$ cat config.mk
export PLATFORM = sky130hd
export DESIGN_NAME = backend_prog_ctrl
export DESIGN_NICKNAME = d
export VERILOG_FILES = /design/src/rtl/backend_prog_ctrl.sv
export SDC_FILE = /design/constraint.sdc
export NUM_CORES = 1
export LEC_CHECK = 0
export ABC_AREA = 1
export BUFFER_PORTS_ARGS = -buffer_cell sky130_fd_sc_hd__buf_2
export CAP_MARGIN = 5
export CORE_MARGIN = 2
export CORE_UTILIZATION = 52
export CTS_CLUSTER_DIAMETER = 150
export DETAILED_ROUTE_END_ITERATION = 10
export PLACE_DENSITY = 0.87
export SLEW_MARGIN = 20
export SYNTH_ARGS = -nofsm -noshare
export SYNTH_HDL_FRONTEND = slang
export SYNTH_SLANG_ARGS = --single-unit
$ cat constraint.sdc
create_clock -name i_clk -period 1.47 [get_ports i_clk]
set_clock_uncertainty 0.2 [all_clocks]
set_input_delay 0.0735 -clock i_clk [delete_from_list [all_inputs] [get_ports i_clk]]
set_output_delay 0.0735 -clock i_clk [all_outputs]
set_load 0.05 [all_outputs]
$ cat src/rtl/backend_prog_ctrl.sv
// Programming sequencer for the backend chip. It holds the chip in reset, shifts a
// 5-bit gain word out MSB first on sclk/sdin, then waits for ready or times out.
module backend_prog_ctrl #(
  parameter int CLK_DIV     = 4,
  parameter int RST_CYCLES  = 8,
  parameter int RDY_TIMEOUT = 64
) (
  input  logic       i_clk,
  input  logic       i_resetbAll,
  input  logic       i_start,
  input  logic [1:0] i_gainA1,
  input  logic [2:0] i_gainA2,
  input  logic       i_ready,
  output logic       o_chip_resetb,
  output logic       o_sclk,
  output logic       o_sdin,
  output logic       o_busy,
  output logic       o_done,
  output logic       o_timeout,
  output logic [2:0] o_state
);

  localparam int PW = (CLK_DIV > 1) ? $clog2(CLK_DIV) : 1;
  localparam int RW = $clog2(RST_CYCLES + 1);
  localparam int TW = $clog2(RDY_TIMEOUT + 1);

  typedef enum logic [2:0] {
    S_IDLE     = 3'd0,
    S_RST      = 3'd1,
    S_SHIFT    = 3'd2,
    S_WAIT_RDY = 3'd3,
    S_DONE     = 3'd4,
    S_ERR      = 3'd5
  } state_e;

  state_e        state_q, state_d;
  logic [4:0]    shreg_q, shreg_d;
  logic [PW-1:0] phase_q, phase_d;
  logic [2:0]    bit_cnt_q, bit_cnt_d;
  logic [RW-1:0] rst_cnt_q, rst_cnt_d;
  logic [TW-1:0] timer_q, timer_d;
  logic          sclk_q, sclk_d;
  logic          sdin_q, sdin_d;
  logic          chip_resetb_q, chip_resetb_d;
  logic          busy_q, busy_d;
  logic          done_q, done_d;
  logic          timeout_q, timeout_d;
  logic          rdy_meta_q, rdy_s_q;

  always_comb begin
    state_d   = state_q;
    shreg_d   = shreg_q;
    phase_d   = phase_q;
    bit_cnt_d = bit_cnt_q;
    rst_cnt_d = rst_cnt_q;
    timer_d   = timer_q;
    sclk_d    = sclk_q;
    sdin_d    = sdin_q;
    unique case (state_q)
      S_IDLE: begin
        sclk_d = 1'b0;
        sdin_d = 1'b0;
        if (i_start) begin
          shreg_d   = {i_gainA2, i_gainA1};
          rst_cnt_d = '0;
          state_d   = S_RST;
        end
      end
      S_RST: begin
        if (rst_cnt_q == RW'(RST_CYCLES - 1)) begin
          state_d   = S_SHIFT;
          phase_d   = '0;
          bit_cnt_d = '0;
          sclk_d    = 1'b0;
          sdin_d    = shreg_q[4];
        end else begin
          rst_cnt_d = rst_cnt_q + 1'b1;
        end
      end
      S_SHIFT: begin
        if (phase_q == PW'(CLK_DIV - 1)) begin
          phase_d = '0;
          sclk_d  = ~sclk_q;
          // data only moves on the falling toggle, keeping it centred on each rise
          if (sclk_q) begin
            if (bit_cnt_q == 3'd4) begin
              state_d = S_WAIT_RDY;
              sdin_d  = 1'b0;
              timer_d = '0;
            end else begin
              bit_cnt_d = bit_cnt_q + 3'd1;
              shreg_d   = {shreg_q[3:0], 1'b0};
              sdin_d    = shreg_q[3];
            end
          end
        end else begin
          phase_d = phase_q + 1'b1;
        end
      end
      S_WAIT_RDY: begin
        if (rdy_s_q) begin
          state_d = S_DONE;
        end else if (timer_q == TW'(RDY_TIMEOUT - 1)) begin
          state_d = S_ERR;
        end else begin
          timer_d = timer_q + 1'b1;
        end
      end
      S_DONE:  state_d = S_IDLE;
      S_ERR:   state_d = S_IDLE;
      default: state_d = S_IDLE;
    endcase
    chip_resetb_d = (state_d != S_RST);
    busy_d        = (state_d == S_RST) || (state_d == S_SHIFT) || (state_d == S_WAIT_RDY);
    done_d        = (state_d == S_DONE);
    timeout_d     = (state_d == S_ERR);
  end

  always_ff @(posedge i_clk or negedge i_resetbAll) begin
    if (!i_resetbAll) begin
      state_q       <= S_IDLE;
      shreg_q       <= '0;
      phase_q       <= '0;
      bit_cnt_q     <= '0;
      rst_cnt_q     <= '0;
      timer_q       <= '0;
      sclk_q        <= 1'b0;
      sdin_q        <= 1'b0;
      chip_resetb_q <= 1'b0;
      busy_q        <= 1'b0;
      done_q        <= 1'b0;
      timeout_q     <= 1'b0;
      rdy_meta_q    <= 1'b0;
      rdy_s_q       <= 1'b0;
    end else begin
      state_q       <= state_d;
      shreg_q       <= shreg_d;
      phase_q       <= phase_d;
      bit_cnt_q     <= bit_cnt_d;
      rst_cnt_q     <= rst_cnt_d;
      timer_q       <= timer_d;
      sclk_q        <= sclk_d;
      sdin_q        <= sdin_d;
      chip_resetb_q <= chip_resetb_d;
      busy_q        <= busy_d;
      done_q        <= done_d;
      timeout_q     <= timeout_d;
      rdy_meta_q    <= i_ready;
      rdy_s_q       <= rdy_meta_q;
    end
  end

  assign o_chip_resetb = chip_resetb_q;
  assign o_sclk        = sclk_q;
  assign o_sdin        = sdin_q;
  assign o_busy        = busy_q;
  assign o_done        = done_q;
  assign o_timeout     = timeout_q;
  assign o_state       = state_q;

endmodule

==> flow_metrics.py <==
metrics = {
    "outcome": {
        "outcome": "finished with violations",
        "violations": "negative setup slack",
    },
    "layout": {
        "antenna_cells": 0,
        "final_area_um2": 2720,
        "syn_to_final_growth_pct": 60.2,
        "drive_gt1_frac": 0.573,
        "fin_nets": 306,
        "final_cells": 337,
        "fin_util": 0.885,
    },
    "drt": {
        "drcViolationCount": 0,
        "wl_met2_um": 3660,
        "via_per_inst": 6.13,
        "dr.pass1.iters": 5,
        "wl_met1_um": 2680,
        "highest_layer": "met4",
        "wl_um": 7790,
        "dr_wl_met3_um": 1010,
        "drt_iter0_drc": 274,
        "wl_per_cell_um": 23.1,
        "drtAntennaViolNets": 0,
        "num_vias": 2065,
    },
    "yosys": {
        "yosysSeqAreaShare": 0.471,
        "synth-seq-cells": 32,
        "synth_nets": 222,
        "syn_area_um2": 1700,
        "synth_cells": 208,
        "ys_types": 26,
        "synth-warning-count": 0,
        "avgSynthCellArea_um2": 8.17,
    },
    "place": {
        "globalplace.congestion": 0.760,
        "dp.cells": 295,
        "port_buffers": 17,
        "place_area_um2": 2080,
        "dp_hpwl_um": 2750,
    },
    "floorplan": {
        "start_util": 0.552,
        "core_area_um2": 3080,
        "core.rowCount": 20,
        "die_h_um": 61.2,
        "die_area_um2": 3740,
        "die_x_um": 61.2,
        "ios": 18,
    },
    "timing": {
        "period_needed_ns": 1.83,
        "whs_ns": 0.178,
        "period_share": 1.25,
        "setup_viol": 29,
        "slew_headroom": 0.748,
        "fmax_mhz": 545,
        "finalWorstSetupSlack_ns": -0.365,
        "drv_slew": 0,
        "worst_pin_slew_ns": 0.378,
        "hold_viol_final": 0,
        "rsz0062_at_grt": "true",
    },
    "clock_tree": {
        "cts_htree_levels": 2,
        "clk_latency_ns": 0.34,
        "clkSinkCount": 32,
        "cts_tree": "done",
        "path_clk_slew_ns": 0.11,
        "numCtsBuffers": 5,
        "root_buffer": "clkbuf_4",
        "clockBufferDepth": 2,
    },
    "grt": {
        "grt_usage": 0.327,
        "grt-ovfl-total": 0,
        "antenna_found_initial": 0,
        "grt_pass1_vias": 1859,
        "grt_max_degree": 19,
        "grt_pass1_wl_um": 8670,
    },
    "power": {
        "switching_share": 0.438,
        "switchingPower_mw": 1.43,
        "power_frac_comb": 0.486,
        "leakage_nw": 1.39,
        "peakVddDrop_uv": 892,
        "clockPowerShare": 0.170,
        "p_int_mw": 1.84,
        "sequentialPowerShare": 0.345,
        "powerDensity_nw_per_um2": 1200,
    },
    "flow_run": {
        "maxCapViolCount": 0,
    },
    "critical_path": {
        "slowest_stage": "dfrtp_1",
        "crit_type": "flip-flop to flip-flop",
        "crit_path_max_fanout": 5,
        "cp_data_required_time_ns": 1.55,
        "crit_arrival_ns": 1.92,
        "start_kind": "flip-flop",
        "crit_family": "simple AND/OR/NAND/NOR gates",
        "path_cells": "ha_2 -> nand2_2 -> nor2_4 -> inv_4 -> nand2_4 -> nand2_8 -> nor2_4 -> nand3_2 -> nand2_1",
        "cp-end-kind": "flip-flop",
        "cpPeakStageDelay_ns": 0.41,
        "path_common_cell": "nor2_4",
        "cp.buffers_inverters": 1,
    },
    "hold_path": {
        "hold_class": "flip-flop to flip-flop",
    },
}
[worst paths after layout]
| kind | depth (start not counted) | slack [ns] | to | start |
|---|---|---|---|---|
| worst max register to register | 9 | -0.36 | bit_cnt_q[2] | rst_cnt_q[1] |
| max in group asynchronous | 4 | 0.13 | o_state[1] | i_resetbAll |
| min in group asynchronous | 3 | 0.50 | shreg_q[0] | i_resetbAll |
| worst min-delay path | 0 | 0.18 | rdy_s_q | rdy_meta_q |
| worst min register to register | 0 | 0.18 | rdy_s_q | rdy_meta_q |
| worst max-delay path | 9 | -0.36 | bit_cnt_q[2] | rst_cnt_q[1] |
[Yosys cell counts (all sizes together)]
cell	n	area, um^2
a21oi	4	31.3
a22o	1	8.76
and2	1	6.26
buf	2	22.5
clkinv	1	5.00
dfrtp	32	801
ha	5	62.6
inv	24	90.1
nand2	79	339
nand3	20	115
nor2	20	103
nor3	1	5.00
o21a	1	7.51
o21ai	14	81.3
or2	2	12.5
xor2	1	8.76
[worst reg2reg max path, delay by kind of cell (launching register included)]
kind	cells	cell delay, ns
adder cells (fa/ha/maj)	1	0.23
AND/OR/NAND/NOR	7	0.85
buffers and inverters	1	0.08
flip-flops	1	0.41
[timing repair]
action	4_1_cts	5_1_grt
gates resized for setup	30	62
pin swaps	14	29
setup endpoints to repair	23	29
endpoints found under the hold margin	39	0
hold buffers	9	0
buffers inserted	11	14
gates cloned	1	0
[sequential cells by signal (all words and copies together), names as in the netlist]
register / count
o_chip_resetb: 1
rdy_meta_q: 1
phase_q: 2
o_sdin: 1
o_sclk: 1
rdy_s_q: 1
shreg_q: 5
timer_q: 7
o_state: 3
bit_cnt_q: 3
rst_cnt_q: 4
o_busy: 1
o_timeout: 1
o_done: 1
[cell families (layout without fill, tap and decap cells)]
logic type / after synthesis / in the layout / synth area share
simple gates: 123 / 124 / 0.342
flops: 32 / 32 / 0.471
buf+inv: 27 / 111 / 0.0692
compound gates: 20 / 20 / 0.0759
fa+ha+maj: 5 / 5 / 0.0368
xor+xnor: 1 / 1 / 0.00516
[through the flow]
step	setup TNS [ns]	power, mW	setup WS (ns)
2_1_floorplan	-0.911	1.70	-0.0822
3_3_place_gp	-1.03	1.96	-0.0927
3_5_place_dp	-1.94	2.00	-0.144
4_1_cts	-0.882	2.68	-0.0751
5_1_grt	-6.80	3.34	-0.377
6_report	-6.19	3.27	-0.365
[per-layer routing]
metal | vias to the layer above | global-route usage
met5 | - | 0
met4 | 0 | 0.161
met3 | 56 | 0.0756
met2 | 215 | 0.541
met1 | 971 | 0.403
li1 | 823 | -
[power groups by stage]
stage               registers, mW  logic [mW]  clock network [mW]
finish                       1.13        1.59               0.555
global route                 1.13        1.63               0.586
CTS                          1.09        1.07               0.522
detailed placement           1.10       0.899                   0
global placement             1.09       0.863                   0
floorplan                    1.20       0.498                   0
[layout make-up]
class	instances	area [um^2]
Multi-Input combinational cell	150	1080
Sequential cell	32	806
Timing Repair Buffer	78	604
Fill cell	119	355
Inverter	25	113
Tap cell	44	55.1
Clock buffer	6	51.3
Clock inverter	2	10.0
[cells in the final DEF, fill, tap and decap left out, types with 4 or more instances in the layout]
cell type       n
dfrtp_1        28
nor2_1         10
inv_2           8
dfrtp_2         4
nor2_4          9
o21ai_2        11
inv_1          11
buf_6           7
nand3_1        15
nand3_2         4
nand2_4        17
buf_2          17
nand2_2        18
clkbuf_4        5
buf_4          44
dlygate4sd3_1   9
nand2_1        43
Note: power is estimated with default switching activity, not from simulation.
